==> src/rtl/fifo_rd_serializer_pkg.sv <==
// Shared types and parameter helpers for the FIFO read-side serializer.
// Word/beat ratio, counter width and parameter legality are derived here.
package fifo_rd_serializer_pkg;

  typedef enum logic [0:0] {
    ST_IDLE  = 1'b0,
    ST_SHIFT = 1'b1
  } state_t;

  function automatic int calc_ratio(input int data_width, input int out_width);
    return data_width / out_width;
  endfunction

  function automatic int calc_cnt_width(input int data_width, input int out_width);
    int ratio;
    ratio = data_width / out_width;
    return (ratio < 2) ? 1 : $clog2(ratio);
  endfunction

  function automatic bit params_ok(input int data_width, input int out_width);
    return (out_width > 0) && (data_width % out_width == 0) && (data_width / out_width >= 2);
  endfunction

endpackage

==> src/rtl/fifo_ser_shreg.sv <==
// Holds one FIFO word and presents it one OUT_WIDTH slice at a time.
// The beat counter wraps modulo RATIO, so it is back at 0 after the final beat.
module fifo_ser_shreg
  import fifo_rd_serializer_pkg::*;
#(
  parameter int DATA_WIDTH = 16,
  parameter int OUT_WIDTH  = 4,
  parameter bit LSB_FIRST  = 1'b1
) (
  input  logic                  clk,
  input  logic                  reset,
  input  logic                  load,
  input  logic                  shift,
  input  logic                  clear,
  input  logic [DATA_WIDTH-1:0] load_data,
  output logic [OUT_WIDTH-1:0]  slice,
  output logic                  last
);

  localparam int RATIO     = calc_ratio(DATA_WIDTH, OUT_WIDTH);
  localparam int CNT_WIDTH = calc_cnt_width(DATA_WIDTH, OUT_WIDTH);
  localparam logic [CNT_WIDTH-1:0] CNT_LAST = CNT_WIDTH'(RATIO - 1);

  logic [DATA_WIDTH-1:0] shreg;
  logic [CNT_WIDTH-1:0]  cnt;

  always_ff @(posedge clk) begin
    if (reset) begin
      shreg <= '0;
      cnt   <= '0;
    end else if (clear) begin
      cnt <= '0;
    end else if (load) begin
      shreg <= load_data;
      cnt   <= '0;
    end else if (shift) begin
      // The slice just sent drops out of the emitting end.
      if (LSB_FIRST) shreg <= shreg >> OUT_WIDTH;
      else           shreg <= shreg << OUT_WIDTH;
      cnt <= (cnt == CNT_LAST) ? '0 : cnt + CNT_WIDTH'(1);
    end
  end

  assign slice = LSB_FIRST ? shreg[OUT_WIDTH-1:0] : shreg[DATA_WIDTH-1 -: OUT_WIDTH];
  assign last  = (cnt == CNT_LAST);

endmodule

==> src/rtl/fifo_rd_serializer.sv <==
// Pops words from a FWFT FIFO and streams them as narrow valid/ready beats.
// state    | meaning
// ST_IDLE  | no word held; pops the FIFO head as soon as it is non-empty
// ST_SHIFT | word held; beats presented, next word popped on the last handshake
module fifo_rd_serializer
  import fifo_rd_serializer_pkg::*;
#(
  parameter int DATA_WIDTH = 16,
  parameter int OUT_WIDTH  = 4,
  parameter bit LSB_FIRST  = 1'b1
) (
  input  logic                  clk_i,
  input  logic                  reset_i,
  input  logic                  fifo_rempty_i,
  input  logic [DATA_WIDTH-1:0] fifo_rdata_i,
  output logic                  fifo_rd_en_o,
  output logic                  out_valid_o,
  output logic [OUT_WIDTH-1:0]  out_data_o,
  output logic                  out_last_o,
  input  logic                  out_ready_i,
  input  logic                  flush_i,
  output logic                  busy_o
);

  if (!params_ok(DATA_WIDTH, OUT_WIDTH)) begin : g_param_check
    $error("fifo_rd_serializer: DATA_WIDTH must be a multiple of OUT_WIDTH with ratio >= 2");
  end

  state_t state;
  logic   beat_last;
  logic   hs;
  logic   pop;
  logic   shift_en;

  assign out_valid_o = (state == ST_SHIFT);
  assign busy_o      = (state == ST_SHIFT);
  assign out_last_o  = beat_last;
  assign hs          = out_valid_o & out_ready_i;

  // Popping on the last handshake keeps the stream gap-free across words.
  assign pop = !reset_i && !flush_i && !fifo_rempty_i &&
               ((state == ST_IDLE) || (hs && beat_last));
  assign fifo_rd_en_o = pop;
  assign shift_en     = hs && !flush_i;

  fifo_ser_shreg #(
    .DATA_WIDTH (DATA_WIDTH),
    .OUT_WIDTH  (OUT_WIDTH),
    .LSB_FIRST  (LSB_FIRST)
  ) u_shreg (
    .clk       (clk_i),
    .reset     (reset_i),
    .load      (pop),
    .shift     (shift_en),
    .clear     (flush_i),
    .load_data (fifo_rdata_i),
    .slice     (out_data_o),
    .last      (beat_last)
  );

  always_ff @(posedge clk_i) begin
    if (reset_i) begin
      state <= ST_IDLE;
    end else if (flush_i) begin
      state <= ST_IDLE;
    end else begin
      case (state)
        ST_IDLE:  if (pop) state <= ST_SHIFT;
        ST_SHIFT: if (hs && beat_last && !pop) state <= ST_IDLE;
        default:  state <= ST_IDLE;
      endcase
    end
  end

endmodule

==> config.mk <==
export PLATFORM = sky130hd
export DESIGN_NAME = fifo_rd_serializer
export DESIGN_NICKNAME = d
export VERILOG_FILES = /design/src/rtl/fifo_rd_serializer_pkg.sv /design/src/rtl/fifo_ser_shreg.sv /design/src/rtl/fifo_rd_serializer.sv
export SDC_FILE = /design/constraint.sdc
export NUM_CORES = 1
export LEC_CHECK = 0
export CORE_ASPECT_RATIO = 1.5
export CORE_UTILIZATION = 49
export CTS_CLUSTER_DIAMETER = 80
export DETAILED_ROUTE_END_ITERATION = 8
export PLACE_DENSITY = 0.85
export SLEW_MARGIN = 5
export SYNTH_ARGS = -nofsm -noshare
export SYNTH_HDL_FRONTEND = slang
export SYNTH_SLANG_ARGS = --single-unit
export TNS_END_PERCENT = 100
==> constraint.sdc <==
create_clock -name clk_i -period 3.4 [get_ports clk_i]
set_input_delay 0.85 -clock clk_i [delete_from_list [all_inputs] [get_ports clk_i]]
set_output_delay 0.85 -clock clk_i [all_outputs]
set_load 0.1 [all_outputs]
==> impl_metrics.py, run 1 <==
metrics = {
    "synth": {
        "synth-adder-area-share_pct": 1.31,
        "yosysWarnings": 0,
        "ys_seq_area_share_pct": 39.9,
        "syn_avg_cell_area_um2": 8.83,
        "syn_area_um2": 953,
        "synth-compound-area-share_pct": 23.9,
        "synth_top_family_by_area": "simple AND/OR/NAND/NOR gates",
        "ys_ff_latch": 19,
        "synthesis.nets": 130,
        "synthXorXnorAreaFrac_pct": 0,
        "yosysUniqueCellTypes": 22,
        "synthSimpleGateAreaFrac_pct": 25.5,
        "synthCells": 108,
        "synthMuxAreaShare_pct": 0,
    },
    "drt": {
        "first_pass_iters": 4,
        "ant_nets": 0,
        "drcViolationCount": 0,
        "drt_iter0_drc": 10,
        "wire_per_inst_um": 14.2,
        "vias_per_cell": 5.74,
        "drt-total-wl_mm": 2.12,
        "vias": 861,
    },
    "worst_setup_path": {
        "cpPeakStageDelay_ps": 560,
        "worst_ep_required_time_ps": 2550,
        "rr_worst_depth": 4,
        "endpoint_kind": "output port",
        "rr_endpoint": "u_shreg.shreg[9]$_SDFFE_PP0P_",
        "crit_arrival_ps": 2180,
        "crit_chain": "clkdlybuf4s50_1, nor3_4, nand2_1, inv_1, buf_12",
        "critPathLaunchType": "primary input",
        "cp_slowest_cell": "clkdlybuf4s50_1",
        "regToRegSetupSlack_ps": 1630,
        "r2r-start": "u_shreg.cnt[0]$_SDFFE_PP0P_",
        "cp_max_fo": 7,
        "critPathKind": "in2out",
    },
    "clocking": {
        "clock_latency_ps": 300,
        "h-tree-depth": 1,
        "post_cts_resized": 0,
        "cts_buffers": 3,
        "cts-root-buf": "clkbuf_4",
        "clock-sinks": 19,
        "cts_tree": "done",
        "hold_buffers": 0,
        "clk_pin_slew_worst_paths_ps": 110,
        "cts_setup_buffers": 0,
        "cts_max_path_buffers": 2,
    },
    "global_route": {
        "first_global_vias": 869,
        "grt_use_total_pct": 23.3,
        "grt_pass1_wl_mm": 3.67,
        "antenna_found_initial": 0,
        "grt_max_degree": 21,
        "gr-total-overflow": 0,
    },
    "sta": {
        "worst_slew_pin_slew_ps": 784,
        "max_freq_ghz": 0.330,
        "final_max_slew_viol_count": 0,
        "relSlewSlack_pct": 47.5,
        "rsz0062_at_grt": "false",
        "period_share_pct": 89.3,
        "setup_viol": 0,
        "clock_skew_ps": 1.60,
        "tns_ps": 0,
        "period_needed_ps": 3030,
        "hold_viol": 0,
    },
    "hold_path": {
        "hp-start": "u_shreg.shreg[13]$_SDFFE_PP0P_",
        "min_path_type": "reg2reg",
        "hold_depth": 2,
        "min_to": "u_shreg.shreg[13]$_SDFFE_PP0P_",
    },
    "floorplanning": {
        "dieArea_um2": 2130,
        "start_util_pct": 52.1,
        "num_rows": 19,
        "die_x_um": 38.0,
        "coreArea_um2": 1830,
        "io_pins": 29,
        "die_h_um": 56.0,
    },
    "layout": {
        "layout-drive-gt1-share_pct": 17.8,
        "filler_cell_count": 153,
        "insertedDiodeCount": 0,
        "syn_to_final_growth_pct": 26.8,
        "fin_nets": 152,
    },
    "pwr": {
        "vdd_drop_max_uv": 242,
        "total_power_mw": 0.449,
        "power_density_nw_per_um2": 372,
        "power_leakage_nw": 0.430,
    },
    "run_status": {
        "status": "complete, no violations",
    },
    "placed_design": {
        "port_buffers": 28,
        "place_hpwl_mm": 1.52,
        "gp_congestion": 0.733,
    },
    "job": {
        "cap_viol_max_count": 0,
    },
}
-- kinds of logic after synthesis --
family                     count (synthesis)
adders and majority gates                  1
DFF                                       19
and+or+nand+nor                           49
buffers and inverters                     14
AOI/OAI and AO/OA                         25
-- critical path, delay by kind of cell --
family        cells  cell delay, ps
buf+inv           3             910
simple gates      2             420
-- where the power goes --
part           leakage (nW)  switching (mW)  internal [mW]
sequential            0.155         0.00559          0.232
combinational         0.257          0.0588         0.0386
clock                0.0177          0.0704         0.0438
-- placed cells by master, fill, tap and decap left out --
master	instances
nand3_1	4
clkbuf_4	3
or3_1	2
nor3_4	1
nor3_1	12
a2111oi_0	1
clkdlybuf4s50_1	20
buf_4	9
nand2_1	28
inv_1	1
dfxtp_1	19
buf_12	1
a21boi_2	1
a21bo_2	1
and3b_1	1
a311oi_1	12
a211oi_1	1
ha_1	1
a2111oi_2	1
o211ai_2	4
clkinv_2	1
a21oi_1	4
nand3b_4	1
-- through the flow --
step                      utilization [%]  instances  cell area, um^2  hold slack [ps]  setup WS, ps
after floorplan                         -        108              953              450           320
after global placement               64.5        146             1180              460           441
after detailed placement             64.5        146             1180              465           370
after CTS                            66.0        150             1210              482           367
after global routing                 66.0        150             1210              506           283
final                                66.0        150             1210              477           365
-- sequential cells by signal, indices dropped and copies added (netlist names) --
signal,count
busy_o,1
u_shreg.cnt,2
u_shreg.shreg,16
-- cell type report --
| type | count | area, um^2 | area share, % |
|---|---|---|---|
| multi-input combinational | 75 | 483 | 40.0 |
| inverter | 1 | 3.75 | 0.311 |
| timing repair buffer | 30 | 288 | 23.8 |
| clock inverter | 1 | 5.00 | 0.414 |
| clock buffer | 3 | 22.5 | 1.86 |
| tap | 21 | 26.3 | 2.17 |
| sequential | 19 | 380 | 31.5 |
-- cells in the mapped netlist --
cell type / n / area [um^2]
a211oi_1: 1 / 7.51
nor3_1: 12 / 60.1
a21boi_2: 1 / 11.3
and3b_1: 1 / 8.76
a311oi_1: 12 / 105
o211ai_2: 4 / 50.1
dfxtp_1: 19 / 380
nand3_1: 4 / 20.0
buf_6: 1 / 11.3
nand2_1: 28 / 105
a2111oi_2: 1 / 15.0
inv_1: 1 / 3.75
or3_1: 2 / 12.5
ha_1: 1 / 12.5
buf_4: 7 / 52.6
buf_2: 3 / 15.0
nor3_4: 1 / 16.3
a21oi_1: 4 / 20.0
nand3b_4: 1 / 20.0
a21bo_2: 1 / 10.0
a2111oi_0: 1 / 8.76
clkbuf_1: 2 / 7.51
-- layer usage --
layer | up-vias | wire length, um | global-route usage, %
met5 | - | 0 | 0
li1 | 435 | - | -
met3 | 6 | 80 | 2.80
met2 | 24 | 1120 | 38.4
met1 | 396 | 873 | 29.0
met4 | 0 | 51 | 10.2
-- how the worst max path moves through the flow --
stage | start | end | slack, ps
after detailed placement | flush_i | fifo_rd_en_o | 370
after floorplan | u_shreg.cnt[0]$_SDFFE_PP0P_ | fifo_rd_en_o | 320
after global placement | flush_i | fifo_rd_en_o | 440
after CTS | flush_i | fifo_rd_en_o | 370
final | flush_i | fifo_rd_en_o | 370
after global routing | flush_i | fifo_rd_en_o | 280
Power figures use the tool's default switching activity.
==> run 2, diff against run 1 <==
SKIP_LAST_GASP = 1   (was default)
==> results of run 2 <==
The final DEF is identical to that of run 1; final timing and power are the same.
==> run 3, diff against run 2 <==
CORE_UTILIZATION = 45   (was 49)
PLACE_DENSITY = 0.79   (was 0.85)
clock period = 2.8 ns   (was 3.4 ns; I/O delays follow)
==> impl_metrics.py, run 3 (synthesis gave the netlist of run 1 again) <==
metrics = {
    "placed_design": {
        "place_area_um2": 1220,
        "place_hpwl_mm": 1.46,
        "pre_cts_ws_ps": 222,
        "port_buffers": 28,
        "numPlacedInstances": 152,
        "gp_congestion": 0.771,
    },
    "clocking": {
        "cts_tree": "done",
        "clock_latency_ps": 290,
        "clock-sinks": 19,
        "post_cts_resized": 0,
        "h-tree-depth": 1,
        "clk_pin_slew_worst_paths_ps": 100,
        "hold_buffers": 0,
        "cts_setup_buffers": 0,
        "cts-root-buf": "clkbuf_4",
        "cts_buffers": 3,
        "cts_max_path_buffers": 2,
    },
    "sta": {
        "max_freq_ghz": 0.389,
        "hold_viol": 0,
        "final_max_slew_viol_count": 0,
        "setup_viol": 0,
        "rsz0062_at_grt": "false",
        "worst_slew_pin_slew_ps": 601,
        "tns_ps": 0,
        "clock_skew_ps": 3.32,
        "fin_ws_ps": 228,
        "period_share_pct": 91.9,
        "relSlewSlack_pct": 59.9,
        "period_needed_ps": 2570,
    },
    "layout": {
        "final_common_cell": "nand2_1",
        "top_register": "u_shreg.shreg",
        "design_area_um2": 1250,
        "layout-drive-gt1-share_pct": 20.9,
        "fin_nets": 157,
        "insertedDiodeCount": 0,
        "finalNonFillerCells": 156,
        "final_cell_mix": "nand2_1, clkdlybuf4s50_1, dfxtp_1, buf_4",
        "syn_to_final_growth_pct": 31.0,
        "largest_reg_flops": 16,
    },
    "floorplanning": {
        "start_util_pct": 47.6,
        "coreArea_um2": 2000,
        "io_pins": 29,
        "die_h_um": 58.4,
        "dieArea_um2": 2310,
        "num_rows": 20,
        "die_x_um": 39.6,
    },
    "worst_setup_path": {
        "r2r-start": "u_shreg.cnt[0]$_SDFFE_PP0P_",
        "worst_ep_required_time_ps": 2100,
        "cp_max_fo": 5,
        "critPathLaunch": "flush_i",
        "critPathKind": "in2out",
        "critPathLaunchType": "primary input",
        "crit_arrival_ps": 1870,
        "endpoint_kind": "output port",
    },
    "global_route": {
        "grt_max_degree": 21,
        "first_global_vias": 836,
        "grt_use_total_pct": 21.1,
        "antenna_found_initial": 0,
        "grt_pass1_wl_mm": 3.51,
        "gr-total-overflow": 0,
    },
    "drt": {
        "drcViolationCount": 0,
        "vias": 884,
        "ant_nets": 0,
        "vias_per_cell": 5.67,
        "drt_iter0_drc": 15,
        "wire_per_inst_um": 12.9,
        "first_pass_iters": 4,
        "drt-total-wl_mm": 2.02,
    },
    "pwr": {
        "total_power_mw": 0.548,
        "power_density_nw_per_um2": 439,
        "power_leakage_nw": 0.448,
        "vdd_drop_max_uv": 316,
    },
    "hold_path": {
        "hp-start": "u_shreg.shreg[13]$_SDFFE_PP0P_",
        "min_path_type": "reg2reg",
    },
    "job": {
        "cap_viol_max_count": 0,
    },
    "run_status": {
        "status": "complete, no violations",
    },
}
## run 3: changes by cell type in the layout (fill, tap and decap cells not counted)
| cell | previous run | this run |
|---|---|---|
| ha_2 | 0 | 1 |
| ha_1 | 1 | 0 |
| clkbuf_1 | 0 | 1 |
| buf_4 | 9 | 14 |
| clkinv_2 | 1 | 0 |
## run 3: cell type report
class                           instances  area [um^2]
Fill cell                             184          753
Multi-Input combinational cell         75          485
Sequential cell                        19          380
Timing Repair Buffer                   35          325
Tap cell                               22         27.5
Clock buffer                            4         26.3
Inverter                                1         3.75
## run 3: through the flow
step                      hold WS [ps]  utilization (%)
final                              475             62.4
after global placement             463             61.1
after CTS                          479             62.4
after detailed placement           463             61.1
after global routing               492             62.4
after floorplan                    450                -
## run 3: where the power goes
group	internal, mW	total [mW]	switching (mW)
Sequential	0.282	0.288	0.00667
Clock	0.0554	0.138	0.0827
Combinational	0.0502	0.121	0.0713
## run 3: critical path, stage by stage
cell	delay [ps]
clkdlybuf4s50_1	460
nor3_4	270
nand2_1	100
inv_1	150
buf_12	190
## run 3: layer usage
metal / vias up / track usage [%] / routed length (um)
met2: 24 / 36.1 / 1070
met4: 0 / 7.39 / 11
met3: 2 / 3.40 / 98
li1: 448 / - / -
met1: 410 / 25.7 / 834
met5: - / 0 / 0
## run 3: worst paths after layout
path | depth (start not counted) | endpoint | slack, ps
max | 5 | fifo_rd_en_o | 230
min | 2 | u_shreg.shreg[13]$_SDFFE_PP0P_ | 480
max reg2reg | 5 | u_shreg.cnt[1]$_SDFFE_PP0P_ | 1420
min reg2reg | 2 | u_shreg.shreg[13]$_SDFFE_PP0P_ | 480
